[src/rtl/i2c_target_regfile.sv]
// rtl/i2c_target_regfile.sv - I2C target serving a pointer-addressed byte register bank
// Optional input glitch filter on SCL/SDA: define I2C_INPUT_FILTER_EN (length FILTER_LEN).
module i2c_target_regfile #(
    parameter logic [6:0] DEV_ADDR   = 7'h50,
    parameter int         NUM_REGS   = 16,
    parameter int         FILTER_LEN = 3
) (
    input  logic                        clk,
    input  logic                        rst_n,
    input  logic                        i2c_scl_i,
    output logic                        i2c_scl_o,
    output logic                        i2c_scl_t,
    input  logic                        i2c_sda_i,
    output logic                        i2c_sda_o,
    output logic                        i2c_sda_t,
    output logic [NUM_REGS*8-1:0]       regs_flat,
    output logic                        wr_strobe,
    output logic [$clog2(NUM_REGS)-1:0] wr_addr,
    output logic                        busy
);
    localparam int PW = $clog2(NUM_REGS);

    typedef enum logic [3:0] {
        S_IDLE, S_ADDR, S_ADDR_ACK, S_PTR, S_WR_DATA,
        S_WR_ACK, S_RD_DATA, S_RD_ACK, S_IGNORE
    } state_t;

    logic scl_s1_q, scl_s1_d, scl_s2_q, scl_s2_d;
    logic sda_s1_q, sda_s1_d, sda_s2_q, sda_s2_d;
    logic scl_prev_q, scl_prev_d, sda_prev_q, sda_prev_d;
    logic scl_f, sda_f;

`ifdef I2C_INPUT_FILTER_EN
    localparam int CW = (FILTER_LEN > 1) ? $clog2(FILTER_LEN) : 1;
    logic [CW-1:0] scl_cnt_q, scl_cnt_d, sda_cnt_q, sda_cnt_d;
    logic          scl_flt_q, scl_flt_d, sda_flt_q, sda_flt_d;

    // A new level is accepted only after FILTER_LEN consecutive differing samples.
    always_comb begin
        scl_flt_d = scl_flt_q;
        scl_cnt_d = '0;
        sda_flt_d = sda_flt_q;
        sda_cnt_d = '0;
        if (scl_s2_q != scl_flt_q) begin
            if (scl_cnt_q == CW'(FILTER_LEN - 1)) scl_flt_d = scl_s2_q;
            else                                  scl_cnt_d = scl_cnt_q + 1'b1;
        end
        if (sda_s2_q != sda_flt_q) begin
            if (sda_cnt_q == CW'(FILTER_LEN - 1)) sda_flt_d = sda_s2_q;
            else                                  sda_cnt_d = sda_cnt_q + 1'b1;
        end
    end

    always_ff @(posedge clk or negedge rst_n) begin
        if (!rst_n) begin
            scl_cnt_q <= '0;
            sda_cnt_q <= '0;
            scl_flt_q <= 1'b1;
            sda_flt_q <= 1'b1;
        end else begin
            scl_cnt_q <= scl_cnt_d;
            sda_cnt_q <= sda_cnt_d;
            scl_flt_q <= scl_flt_d;
            sda_flt_q <= sda_flt_d;
        end
    end

    assign scl_f = scl_flt_q;
    assign sda_f = sda_flt_q;
`else
    logic unused_filter_len;
    assign unused_filter_len = (FILTER_LEN != 0);
    assign scl_f = scl_s2_q;
    assign sda_f = sda_s2_q;
`endif

    logic scl_rise, scl_fall, start_det, stop_det;
    assign scl_rise  = scl_f & ~scl_prev_q;
    assign scl_fall  = ~scl_f & scl_prev_q;
    assign start_det = scl_f & scl_prev_q & sda_prev_q & ~sda_f;
    assign stop_det  = scl_f & scl_prev_q & ~sda_prev_q & sda_f;

    state_t        state_q, state_d;
    logic [3:0]    bit_cnt_q, bit_cnt_d;
    logic [6:0]    rx_q, rx_d;
    logic [6:0]    tx_q, tx_d;
    logic          rw_q, rw_d;
    logic [PW-1:0] ptr_q, ptr_d;
    logic          sda_t_q, sda_t_d;
    logic          wr_strobe_q, wr_strobe_d;
    logic [PW-1:0] wr_addr_q, wr_addr_d;
    logic          busy_q, busy_d;
    logic [7:0]    regs_q [NUM_REGS];
    logic [7:0]    regs_d [NUM_REGS];

    logic [7:0] rx_byte, rd_byte;
    assign rx_byte = {rx_q, sda_f};
    assign rd_byte = regs_q[ptr_q];

    always_comb begin
        scl_s1_d    = i2c_scl_i;
        scl_s2_d    = scl_s1_q;
        sda_s1_d    = i2c_sda_i;
        sda_s2_d    = sda_s1_q;
        scl_prev_d  = scl_f;
        sda_prev_d  = sda_f;
        state_d     = state_q;
        bit_cnt_d   = bit_cnt_q;
        rx_d        = rx_q;
        tx_d        = tx_q;
        rw_d        = rw_q;
        ptr_d       = ptr_q;
        sda_t_d     = sda_t_q;
        wr_strobe_d = 1'b0;
        wr_addr_d   = wr_addr_q;
        busy_d      = busy_q;
        regs_d      = regs_q;

        if (stop_det) begin
            state_d   = S_IDLE;
            sda_t_d   = 1'b1;
            busy_d    = 1'b0;
            bit_cnt_d = '0;
        end else if (start_det) begin
            state_d   = S_ADDR;
            sda_t_d   = 1'b1;
            bit_cnt_d = '0;
        end else begin
            case (state_q)
                S_ADDR, S_PTR, S_WR_DATA: begin
                    if (scl_rise) begin
                        rx_d      = rx_byte[6:0];
                        bit_cnt_d = bit_cnt_q + 4'd1;
                        if (bit_cnt_q == 4'd7) begin
                            bit_cnt_d = '0;
                            if (state_q == S_ADDR) begin
                                if (rx_byte[7:1] == DEV_ADDR) begin
                                    state_d = S_ADDR_ACK;
                                    rw_d    = rx_byte[0];
                                    busy_d  = 1'b1;
                                end else begin
                                    state_d = S_IGNORE;
                                    busy_d  = 1'b0;
                                end
                            end else if (state_q == S_PTR) begin
                                ptr_d   = rx_byte[PW-1:0];
                                state_d = S_WR_ACK;
                            end else begin
                                regs_d[ptr_q] = rx_byte;
                                wr_addr_d     = ptr_q;
                                wr_strobe_d   = 1'b1;
                                ptr_d         = ptr_q + 1'b1;
                                state_d       = S_WR_ACK;
                            end
                        end
                    end
                end
                // bit_cnt marks whether the ninth rising edge has been seen yet.
                S_ADDR_ACK, S_WR_ACK: begin
                    if (scl_rise) begin
                        bit_cnt_d = 4'd1;
                    end else if (scl_fall) begin
                        if (bit_cnt_q == 4'd0) begin
                            sda_t_d = 1'b0;
                        end else begin
                            bit_cnt_d = '0;
                            if (state_q == S_ADDR_ACK && rw_q) begin
                                state_d = S_RD_DATA;
                                sda_t_d = rd_byte[7];
                                tx_d    = rd_byte[6:0];
                            end else begin
                                sda_t_d = 1'b1;
                                state_d = (state_q == S_ADDR_ACK) ? S_PTR : S_WR_DATA;
                            end
                        end
                    end
                end
                S_RD_DATA: begin
                    if (scl_rise) begin
                        bit_cnt_d = bit_cnt_q + 4'd1;
                    end else if (scl_fall) begin
                        if (bit_cnt_q == 4'd8) begin
                            sda_t_d   = 1'b1;
                            bit_cnt_d = '0;
                            state_d   = S_RD_ACK;
                        end else begin
                            sda_t_d = tx_q[6];
                            tx_d    = {tx_q[5:0], 1'b0};
                        end
                    end
                end
                S_RD_ACK: begin
                    if (scl_rise) begin
                        ptr_d = ptr_q + 1'b1;
                        if (sda_f) state_d = S_IGNORE;
                        else       bit_cnt_d = 4'd1;
                    end else if (scl_fall && bit_cnt_q == 4'd1) begin
                        bit_cnt_d = '0;
                        state_d   = S_RD_DATA;
                        sda_t_d   = rd_byte[7];
                        tx_d      = rd_byte[6:0];
                    end
                end
                default: begin
                end
            endcase
        end
    end

    always_ff @(posedge clk or negedge rst_n) begin
        if (!rst_n) begin
            scl_s1_q    <= 1'b1;
            scl_s2_q    <= 1'b1;
            sda_s1_q    <= 1'b1;
            sda_s2_q    <= 1'b1;
            scl_prev_q  <= 1'b1;
            sda_prev_q  <= 1'b1;
            state_q     <= S_IDLE;
            bit_cnt_q   <= '0;
            rx_q        <= '0;
            tx_q        <= '0;
            rw_q        <= 1'b0;
            ptr_q       <= '0;
            sda_t_q     <= 1'b1;
            wr_strobe_q <= 1'b0;
            wr_addr_q   <= '0;
            busy_q      <= 1'b0;
            for (int k = 0; k < NUM_REGS; k++) regs_q[k] <= 8'h00;
        end else begin
            scl_s1_q    <= scl_s1_d;
            scl_s2_q    <= scl_s2_d;
            sda_s1_q    <= sda_s1_d;
            sda_s2_q    <= sda_s2_d;
            scl_prev_q  <= scl_prev_d;
            sda_prev_q  <= sda_prev_d;
            state_q     <= state_d;
            bit_cnt_q   <= bit_cnt_d;
            rx_q        <= rx_d;
            tx_q        <= tx_d;
            rw_q        <= rw_d;
            ptr_q       <= ptr_d;
            sda_t_q     <= sda_t_d;
            wr_strobe_q <= wr_strobe_d;
            wr_addr_q   <= wr_addr_d;
            busy_q      <= busy_d;
            regs_q      <= regs_d;
        end
    end

    for (genvar g = 0; g < NUM_REGS; g++) begin : g_flat
        assign regs_flat[8*g +: 8] = regs_q[g];
    end

    assign i2c_scl_o = 1'b0;
    assign i2c_scl_t = 1'b1;
    assign i2c_sda_o = 1'b0;
    assign i2c_sda_t = sda_t_q;
    assign wr_strobe = wr_strobe_q;
    assign wr_addr   = wr_addr_q;
    assign busy      = busy_q;
endmodule

[config.mk]
export PLATFORM = sky130hd
export DESIGN_NAME = i2c_target_regfile
export DESIGN_NICKNAME = d
export VERILOG_FILES = /design/src/rtl/i2c_target_regfile.sv
export SDC_FILE = /design/constraint.sdc
export NUM_CORES = 1
export LEC_CHECK = 0
export CORE_MARGIN = 2
export CORE_UTILIZATION = 48
export CTS_CLUSTER_SIZE = 40
export DETAILED_ROUTE_END_ITERATION = 10
export GPL_TIMING_DRIVEN = 0
export PLACE_DENSITY = 0.86
export SYNTH_ARGS = -nofsm -noshare
export SYNTH_HDL_FRONTEND = slang
export SYNTH_SLANG_ARGS = --single-unit
[constraint.sdc]
create_clock -name clk -period 2.3 [get_ports clk]
set_input_delay 0.46 -clock clk [delete_from_list [all_inputs] [get_ports clk]]
set_output_delay 0.46 -clock clk [all_outputs]
set_load 0.05 [all_outputs]
== Yosys cells after proc, flatten, opt, wreduce, memory -nomap -nowiden ==
Index checks and enable logic that the tools add are counted.
Widths: inputs -> output; s select.

* Add/subtract/negate cells: 2
* $lt $le $gt $ge: 2
* Equal/unequal tests: 42
* Muxes and demuxes: 80
* Bitwise logic cells: 16
* Reduce and logical (&&, ||, !) cells: 23

{| class="wikitable"
|+ Operators with widths
! operator !! count
|-
| $mux 4 || 33
|-
| $bwmux 128 || 1
|-
| $mux 7 || 9
|-
| $ne 4x4->1 const B || 10
|-
| $ne 5x5->1 const B || 7
|-
| $bmux 8 s4 || 1
|-
| $demux 8 s4 || 1
|-
| $pmux 4 s4 || 2
|-
| $reduce_and 7->1 || 4
|-
| $ne 2x2->1 const B || 13
|-
| $mux 1 || 25
|-
| $mux 8 || 3
|-
| $pmux 7 s3 || 1
|-
| $eq 4x3->1 const B || 5
|-
| $reduce_and 12->1 || 1
|-
| $reduce_and 11->1 || 1
|-
| $reduce_bool 2->1 || 5
|-
| $add 4x1->4 const B || 2
|-
| $eq 4x1->1 const B || 2
|-
| $eq 4x2->1 const B || 2
|-
| $not 1->1 || 8
|-
| $pmux 4 s2 || 1
|-
| $reduce_and 8->1 || 1
|-
| $and 1x1->1 || 7
|-
| other kinds (17) || 20
|}

* Register bits: 168
* Bits of input ports: 4
* Output and inout port bits: 138
* Word-level logic and storage cells: 197

== Depth between registers and ports, before layout ==
Gate-level depths: netlist of run 1.

* Word-level depth: 11
* Mapped depth: 11
* Mapped depth without buffers: 8

== Worst setup path after synthesis of run 1 ==
No wires, ideal clock.

* Kind: register to register
* Start point: register scl_s2_q, in the netlist scl_f
* End point: register regs_q (netlist bit regs_flat[71])
* Setup time: 0.128 ns
* Arrival time: 2.322 ns
* Data required time: 2.172 ns
* Slack: -0.150 ns
* Cell stages (with the launch flop): 9
* Path buffers: 2
* Period minus slack after synthesis: 2.450 ns
* Cell sequence: dfstp_2 -> ha_1 -> clkbuf_1 -> nand2b_1 -> or3_1 -> buf_6 -> nor3b_4 -> nand2_2 -> mux2_1

* Longest elaborated chain between the ends: 5
* Elaborated cells on any way between the ends: 9
* Classes of those cells: bitwise: 8; reduce/logical: 1

{| class="wikitable"
|+ RTL lines
! what !! RTL line !! source
|-
| start: declaration || 28 || <nowiki>logic scl_s1_q, scl_s1_d, scl_s2_q, scl_s2_d;</nowiki>
|-
| start signal: assignment || 231 || <nowiki>scl_s2_q <= scl_s2_d;</nowiki>
|-
| $and 1x1->1 || 80, 81 ||
|-
| $and 1x1->1 (on tied branches) (2 in a row) || 81, 80 ||
|-
| $not 1->1 (no source line) || n/a ||
|-
| $reduce_and 7->1 (no source line) * || n/a ||
|-
| end signal: assignment || 246 || <nowiki>regs_q <= regs_d;</nowiki>
|-
| end: declaration || 93 || <nowiki>logic [7:0] regs_q [NUM_REGS];</nowiki>
|}

Mark *: on every way between the ends. The rest lies on a longest branch, timed or not.
A chain may end at the register's enable or synchronous reset.

== Worst setup path after layout of run 1 ==
* Start point: register ptr_q[0]
* End point: register tx_q[5]

* Longest elaborated chain between the ends: 9
* Elaborated cells on any way between the ends: 11
* Classes of those cells: mux: 10; bitwise: 1

{| class="wikitable"
|+ RTL lines
! what !! RTL line !! source
|-
| start: declaration || 88 || <nowiki>logic [PW-1:0] ptr_q, ptr_d;</nowiki>
|-
| start signal: assignment || 241 || <nowiki>ptr_q <= ptr_d;</nowiki>
|-
| $not 4->5 (not written as such) * || 98 || <nowiki>assign rd_byte = regs_q[ptr_q];</nowiki>
|-
| $bmux 8 s4 * || 98 ||
|-
| $mux 8 (not written as such) * (2 in a row) || 98 ||
|-
| $mux 7 || 167 || <nowiki>if (state_q == S_ADDR_ACK && rw_q) begin</nowiki>
|-
| $mux 7 || 163 || <nowiki>if (bit_cnt_q == 4'd0) begin</nowiki>
|-
| $mux 7 || 162 || <nowiki>end else if (scl_fall) begin</nowiki>
|-
| $mux 7 || 160 || <nowiki>if (scl_rise) begin</nowiki>
|-
| $pmux 7 s3 * || 129 || <nowiki>case (state_q)</nowiki>
|-
| end signal: assignment || 239 || <nowiki>tx_q <= tx_d;</nowiki>
|-
| end: declaration || 86 || <nowiki>logic [6:0] tx_q, tx_d;</nowiki>
|}

Mark *: on every way between the ends. The rest lies on a longest branch, timed or not. The select of a mux whose other input is x is not followed.

==> results of run 1 <==
-- through the flow --
| stage | TNS (ns) | std cells |
|---|---|---|
| 2_1_floorplan | -3.14 | 612 |
| 5_1_grt | -17.49 | 1047 |
| 3_5_place_dp | -66.10 | 976 |
| 3_3_place_gp | -1081.21 | 975 |
| 6_report | -6.84 | 1047 |
| 4_1_cts | -10.21 | 1024 |
-- where the power goes --
| group | total, W | internal [W] | leakage, nW | switching, W |
|---|---|---|---|---|
| Combinational | 0.00220 | 0.000802 | 2.56 | 0.00139 |
| Clock | 0.00274 | 0.00144 | 0.265 | 0.00130 |
| Sequential | 0.00327 | 0.00309 | 2.30 | 0.000171 |
| Total | 0.00821 | 0.00534 | 5.13 | 0.00287 |
-- state kept, by name, summed over array words and instances (netlist names) --
register and cells:
regs_flat 128, rx_q 7, tx_q 7, bit_cnt_q 4, ptr_q 4, state_q 4
wr_addr 4, busy 1, i2c_sda_t 1, rw_q 1, scl_f 1, scl_prev_q 1
scl_s1_q 1, sda_f 1, sda_prev_q 1, sda_s1_q 1, wr_strobe 1
-- synth_stat cells (3+ instances only) --
library cell                 n
sky130_fd_sc_hd__mux2i_1     5
sky130_fd_sc_hd__nor2b_1     5
sky130_fd_sc_hd__nor3_1      6
sky130_fd_sc_hd__buf_4       5
sky130_fd_sc_hd__clkbuf_1   28
sky130_fd_sc_hd__ha_1       10
sky130_fd_sc_hd__a21oi_1    16
sky130_fd_sc_hd__and3_1      3
sky130_fd_sc_hd__a22o_1      3
sky130_fd_sc_hd__a22oi_1     4
sky130_fd_sc_hd__a31oi_1     4
sky130_fd_sc_hd__nand2_2    12
sky130_fd_sc_hd__nand3_1     8
sky130_fd_sc_hd__buf_2       8
sky130_fd_sc_hd__nor2_1     20
sky130_fd_sc_hd__o21ai_0    15
sky130_fd_sc_hd__nand2_4     4
sky130_fd_sc_hd__o31ai_1     3
sky130_fd_sc_hd__mux2_2    140
sky130_fd_sc_hd__nand2b_1    9
sky130_fd_sc_hd__dfstp_2     7
sky130_fd_sc_hd__mux4_2     35
sky130_fd_sc_hd__and3b_1     3
sky130_fd_sc_hd__inv_1      11
sky130_fd_sc_hd__a221o_1     3
sky130_fd_sc_hd__mux2_1     13
sky130_fd_sc_hd__o211ai_1    3
sky130_fd_sc_hd__nand2_1    24
sky130_fd_sc_hd__dfrtp_1   161
-- how the worst max path moves through the flow --
stage / start / end / slack [ns] / cells after the start
after floorplan: bit_cnt_q[0] / regs_flat[63] / -0.08 / 9
after global placement: rst_n / regs_flat[108] / -6.16 / 1
after detailed placement: ptr_q[1] / tx_q[3] / -0.70 / 8
after CTS: scl_f / regs_flat[71] / -0.15 / 9
after global routing: bit_cnt_q[1] / regs_flat[95] / -0.19 / 9
final: ptr_q[0] / tx_q[5] / -0.14 / 6
-- final cells by class --
| class | count | area [um2] | share of cell area [%] |
|---|---|---|---|
| clock inverter | 12 | 110 | 0.956 |
| clock buffer | 19 | 443 | 3.84 |
| tap | 225 | 282 | 2.44 |
| timing repair buffer | 182 | 1800 | 15.6 |
| inverter | 12 | 50.0 | 0.434 |
| sequential | 168 | 4220 | 36.6 |
| buffer | 41 | 299 | 2.60 |
| multi-input combinational | 388 | 4320 | 37.5 |
-- cell families after synthesis --
kind of cell / synth area share [%]
mux: 30.9
other cells: 0.0907
fa+ha+maj: 1.51
flops: 50.9
buf+inv: 2.99
compound gates: 5.70
xor+xnor: 0.106
simple gates: 7.82
-- timing repair --
action | CTS | global route
hold buffers | 1 | 0
endpoints found under the hold margin | 35 | 0
pin swaps | 5 | 10
resized for setup | 90 | 55
cloned | 0 | 1
buffers inserted | 17 | 24
endpoints found under the setup margin | 150 | 146
-- routing by layer --
layer	share of wire (%)	wire (um)
met1	38	10000
met2	49	12900
met3	9.1	2400
met4	3.9	1040
met5	0	0
==> results.rst, run 1 <==
.. list-table::
   :header-rows: 1

   * - Metric
     - Value
   * - Violations in the final reports
     - setup timing
   * - Endpoint with the worst hold slack
     - scl_f
   * - Category of the worst setup path launch point
     - flip-flop
   * - Most frequent cells in the layout
     - 158 x sky130_fd_sc_hd__dfrtp_1, 137 x sky130_fd_sc_hd__clkdlybuf4s50_1, 128 x sky130_fd_sc_hd__mux2_2
   * - Warnings, synthesis
     - 0
   * - Kind of end point of the critical path
     - flip-flop
   * - FF-to-FF Start
     - ptr_q[0]
   * - Number of iterations in the first detailed-routing pass
     - 6
   * - Clk pin slew, worst setup/hold paths
     - 0.07 ns
   * - Pwr Total
     - 0.00821 W
   * - Maximum number of pins on one net before global-route repair
     - 127
   * - Cell at the root of the clock tree
     - sky130_fd_sc_hd__clkbuf_16
   * - Level count of the clock H-tree
     - 4
   * - I/O pin total
     - 142
   * - MaxCap Viol Count
     - 0
   * - Initial Util
     - 48.6%
   * - Biggest cell delay along the critical path
     - 0.52 ns
   * - Sequential share of the synthesized area
     - 50.9%
   * - Fraction of registers with async set or reset after synthesis
     - 100%
   * - Clock tree from TritonCTS
     - built
   * - First-pass GRT wire length
     - 37.7 mm
   * - Number of flops mapped to enable cells by yosys
     - 0
   * - Number of max-slew violations in the final report
     - 0
   * - Number of flip-flops and latches in the synthesized netlist
     - 168
   * - Placer congestion estimate
     - 0.907
   * - Top cell type's share of synthesized area
     - 48.6%
   * - Y dimension of the die
     - 135 um
   * - Number of remaining DRC errors
     - 0
   * - P&R area growth vs syn
     - 39.1%
   * - Number of nets in the layout
     - 824
   * - Number of distinct library cells after synthesis
     - 61
   * - Global-route track usage on met2
     - 44.5%
   * - Number of buffers inserted during clock tree synthesis
     - 17
   * - Area after DPL
     - 0.0100 mm2
   * - Bufs and invs on worst path
     - 2
   * - Worst ir drop on vdd
     - 604 uV
   * - Yosys top cell by area
     - sky130_fd_sc_hd__dfrtp_1
   * - Synthesized instance count
     - 611
   * - Row count
     - 48
   * - Clk Latency, worst-skew pair
     - 0.43 ns
   * - Die width
     - 135 um
   * - Number of vias after detailed routing
     - 6412
   * - Ys flop type
     - sky130_fd_sc_hd__dfrtp_1
   * - Hold violation total from the final report
     - 0
   * - Crit Reg-Reg Endpoint
     - tx_q[5]
   * - Worst Max-Slew Pin Slew
     - 0.955 ns
   * - Outcome
     - finished with violations
   * - Final-report setup violation count
     - 123
   * - Reg-to-reg setup timing slack
     - -0.14 ns
   * - Overflow left after global routing
     - 0
   * - Die ar.
     - 0.0183 mm2
   * - Estimated wirelength of the detail-placed design
     - 15.8 mm
   * - Number of antenna violations at the first check in global routing
     - 0
   * - Design area
     - 0.0115 mm2
   * - Crit share post-route
     - 106%
   * - Number of global-route vias before repair
     - 6273
   * - Post-Syn Area
     - 0.00828 mm2
   * - Biggest fanout along the worst timing path
     - 8
   * - Final cell utilization of the core
     - 67.6%
   * - GR Layer Usage met3
     - 7.93%
   * - Place WS
     - -0.697 ns
   * - Crit path required time
     - 2.62 ns
   * - Worst hold slack after final layout
     - 0.356 ns
   * - Count of port buffers added during placement
     - 138
   * - Setup repair after global routing missed its margin
     - yes
   * - Count of filler cells inserted in the layout
     - 1133
   * - Synth Area per Inst
     - 13.6 um2
   * - Global routing's busiest layer
     - met2
   * - Crit-path slowest cell
     - sky130_fd_sc_hd__mux4_2
   * - Starting DRT DRC Count
     - 664
   * - FF-to-FF path depth
     - 6
   * - Worst path top cell family by delay
     - multiplexers
   * - Met1 usage
     - 35.2%
   * - Total leakage power
     - 5.13 nW
   * - Top cells by area in the synthesized netlist
     - sky130_fd_sc_hd__dfrtp_1 49%, sky130_fd_sc_hd__mux2_2 19%, sky130_fd_sc_hd__mux4_2 9.5%
   * - Area of the core region
     - 0.0171 mm2
   * - Maximum frequency from static timing analysis
     - 0.409 GHz
   * - Ordered list of cells on the worst path
     - buf_12, buf_12, mux4_2, mux4_2, mux2_2, mux2_4
   * - WL per Instance
     - 25.1 um
   * - Critical hold path startpoint
     - scl_s1_q
   * - Total wire length
     - 26.3 mm
   * - Antenna Diode Count
     - 0
   * - Power density cells
     - 712 mW/mm2
   * - Maximum number of buffers from clock root to sink
     - 2
   * - Worst clock skew
     - 0.0136 ns
   * - Smallest setup slack after layout
     - -0.143 ns
   * - Most frequent standard cell in the layout excluding fill and tap cells
     - sky130_fd_sc_hd__dfrtp_1
   * - Cell count of the worst hold path
     - 0
   * - Antenna-violating nets left
     - 0
   * - Clk sink count
     - 168
   * - Tmin final
     - 2.44 ns
   * - Worst hold path type
     - flip-flop to flip-flop
   * - Relative slew margins
     - 36.4%
   * - Arrival @ worst endpoint
     - 2.77 ns
   * - Crit Path Category
     - flip-flop to flip-flop
   * - Detailed-route vias per instance
     - 6.12
   * - Fraction of final layout cells with drive strength greater than 1
     - 42.1%
   * - Overall fraction of global-route tracks in use
     - 27.5%
No activity file was read; power rests on OpenSTA's default activity.
==> run 2: changes to the inputs <==
--- a/config.mk
+++ b/config.mk
@@ -11,6 +11,8 @@
 export DETAILED_ROUTE_END_ITERATION = 10
 export GPL_TIMING_DRIVEN = 0
 export PLACE_DENSITY = 0.86
+export SLEW_MARGIN = 20
 export SYNTH_ARGS = -nofsm -noshare
 export SYNTH_HDL_FRONTEND = slang
 export SYNTH_SLANG_ARGS = --single-unit
+export TNS_END_PERCENT = 20
==> run 2 against run 1 <==
  * The flow finishes with violations (hold timing, setup timing)
  * Global-route usage grew 0.45 points
  * Worst hold slack lost 0.40 ns
  * Final cell count shrank 1.2%
  * Clock skew shrank 0.00055 ns
  * Clock power grew 7.7%
  * Power grew 0.61%
  * Wire length shrank 1.9%
  * Die area is the same
  * Final area shrank 1.9%
==> results.rst, run 2 (synthesis results as in run 1) <==
.. list-table::
   :header-rows: 1

   * - Metric
     - Value
   * - Outcome
     - finished with violations
   * - Violations in the final reports
     - hold timing, setup timing
   * - Overflow left after global routing
     - 0
   * - Row count
     - 48
   * - Maximum frequency from static timing analysis
     - 0.406 GHz
   * - Worst clock skew
     - 0.0131 ns
   * - WL per Instance
     - 25.0 um
   * - Area after DPL
     - 0.0100 mm2
   * - Y dimension of the die
     - 135 um
   * - Number of global-route vias before repair
     - 6336
   * - Most frequent standard cell in the layout excluding fill and tap cells
     - sky130_fd_sc_hd__dfrtp_1
   * - Number of vias after detailed routing
     - 6269
   * - Overall fraction of global-route tracks in use
     - 28.0%
   * - Level count of the clock H-tree
     - 4
   * - Setup repair after global routing missed its margin
     - yes
   * - Number of iterations in the first detailed-routing pass
     - 6
   * - MaxCap Viol Count
     - 0
   * - Biggest fanout along the worst timing path
     - 8
   * - Total wire length
     - 25.8 mm
   * - Final cell utilization of the core
     - 66.3%
   * - Starting DRT DRC Count
     - 639
   * - Area of the core region
     - 0.0171 mm2
   * - Placer congestion estimate
     - 0.949
   * - Clk pin slew, worst setup/hold paths
     - 0.07 ns
   * - Design area
     - 0.0113 mm2
   * - Die ar.
     - 0.0183 mm2
   * - Worst hold path type
     - input pin to asynchronous set/reset pin
   * - Largest register FFs
     - 128
   * - Count of filler cells inserted in the layout
     - 1122
   * - Clk sink count
     - 168
   * - Cts-stage hold buffer count
     - 0
   * - Clock tree from TritonCTS
     - built
   * - Kind of end point of the critical path
     - flip-flop
   * - Crit path required time
     - 2.62 ns
   * - Cell at the root of the clock tree
     - sky130_fd_sc_hd__clkbuf_16
   * - P&R area growth vs syn
     - 36.5%
   * - First-pass GRT wire length
     - 37.8 mm
   * - Number of antenna violations at the first check in global routing
     - 0
   * - Antenna-violating nets left
     - 0
   * - FF-to-FF path depth
     - 8
   * - Most frequent cells in the layout
     - 160 x sky130_fd_sc_hd__dfrtp_1, 137 x sky130_fd_sc_hd__clkdlybuf4s50_1, 130 x sky130_fd_sc_hd__mux2_2
   * - Worst hold slack after final layout
     - -0.0398 ns
   * - Power density cells
     - 730 mW/mm2
   * - Worst Max-Slew Pin Slew
     - 0.814 ns
   * - Post-Layout Cell Count
     - 1034
   * - Maximum number of buffers from clock root to sink
     - 2
   * - Maximum number of pins on one net before global-route repair
     - 99
   * - Final-report setup violation count
     - 131
   * - Hold violation total from the final report
     - 8
   * - Number of remaining DRC errors
     - 0
   * - Smallest setup slack after layout
     - -0.165 ns
   * - Relative slew margins
     - 45.3%
   * - Count of port buffers added during placement
     - 138
   * - Antenna Diode Count
     - 0
   * - Category of the worst setup path launch point
     - flip-flop
   * - Crit Path Category
     - flip-flop to flip-flop
   * - I/O pin total
     - 142
   * - Detailed-route vias per instance
     - 6.06
   * - Total leakage power
     - 5.13 nW
   * - Number of buffers inserted during clock tree synthesis
     - 17
   * - Arrival @ worst endpoint
     - 2.78 ns
   * - Initial Util
     - 48.6%
   * - Number of nets in the layout
     - 810
   * - Estimated wirelength of the detail-placed design
     - 16.3 mm
   * - Clk Latency, worst-skew pair
     - 0.44 ns
   * - Die width
     - 135 um
   * - Pwr Total
     - 0.00826 W
   * - Tmin final
     - 2.47 ns
   * - Worst ir drop on vdd
     - 632 uV
   * - Crit share post-route
     - 107%
   * - Number of max-slew violations in the final report
     - 0
   * - Total instance count after detailed placement
     - 976
   * - Fraction of final layout cells with drive strength greater than 1
     - 39.8%
-- run 2: path summary, 6_finish.rpt --
check / startpoint / endpoint / slack [ns]
setup / recovery: state_q[1] / regs_flat[95] / -0.17
hold / removal: rst_n / bit_cnt_q[3] / -0.04
setup reg to reg: state_q[1] / regs_flat[95] / -0.17
hold reg to reg: scl_s1_q / scl_f / 0.36
max in group asynchronous: rst_n / regs_flat[85] / 1.42
min in group clk: scl_s1_q / scl_f / 0.36
-- run 2: what timing repair did --
item	in CTS	in global routing
endpoints found under the hold margin	0	0
buffers inserted	20	8
gates resized for setup	73	43
endpoints found under the setup margin	150	147
pin swaps	7	5
-- run 2: metrics by stage --
step                hold WS [ns]  setup TNS (ns)  worst slack, ns
finish                   -0.0398          -11.10           -0.165
global route              0.0276          -16.59           -0.213
CTS                     0.000426           -9.20           -0.132
detailed placement         0.348          -70.63           -0.808
global placement           0.348        -1085.61            -6.17
floorplan                  0.164           -3.11          -0.0769
-- run 2: where the power goes --
part,internal (W),leakage [nW],switching [W]
combinational,0.000728,2.53,0.00134
clock,0.00159,0.301,0.00136
sequential,0.00309,2.31,0.000149
total,0.00541,5.13,0.00285
-- run 2: layer usage --
layer	global-route usage (%)	wire, um
met5	0	0
met4	14.4	1310
met3	5.91	2060
met2	45.9	12600
met1	35.2	9800
-- run 2: layout make-up --
cell class              instances  area [um2]  share of cell area, %
flip-flops and latches        168        4210                   37.3
clock buffers                  18         439                   3.88
clock inverters                14         176                   1.56
repair buffers                167        1670                   14.7
well taps                     225         282                   2.49
inverters                      12        50.0                  0.443
plain buffers                  42         310                   2.74
multi-input cells             388        4170                   36.9
-- run 2: worst max-delay path, cell delays in order (launching register included) --
cell and delay, ns:
sky130_fd_sc_hd__dfrtp_1 0.48, sky130_fd_sc_hd__nor2_2 0.33, sky130_fd_sc_hd__nand3_2 0.11, sky130_fd_sc_hd__or3_1 0.37, sky130_fd_sc_hd__buf_6 0.16, sky130_fd_sc_hd__nor3b_4 0.19
sky130_fd_sc_hd__buf_6 0.15, sky130_fd_sc_hd__nand2_2 0.18, sky130_fd_sc_hd__mux2_2 0.37
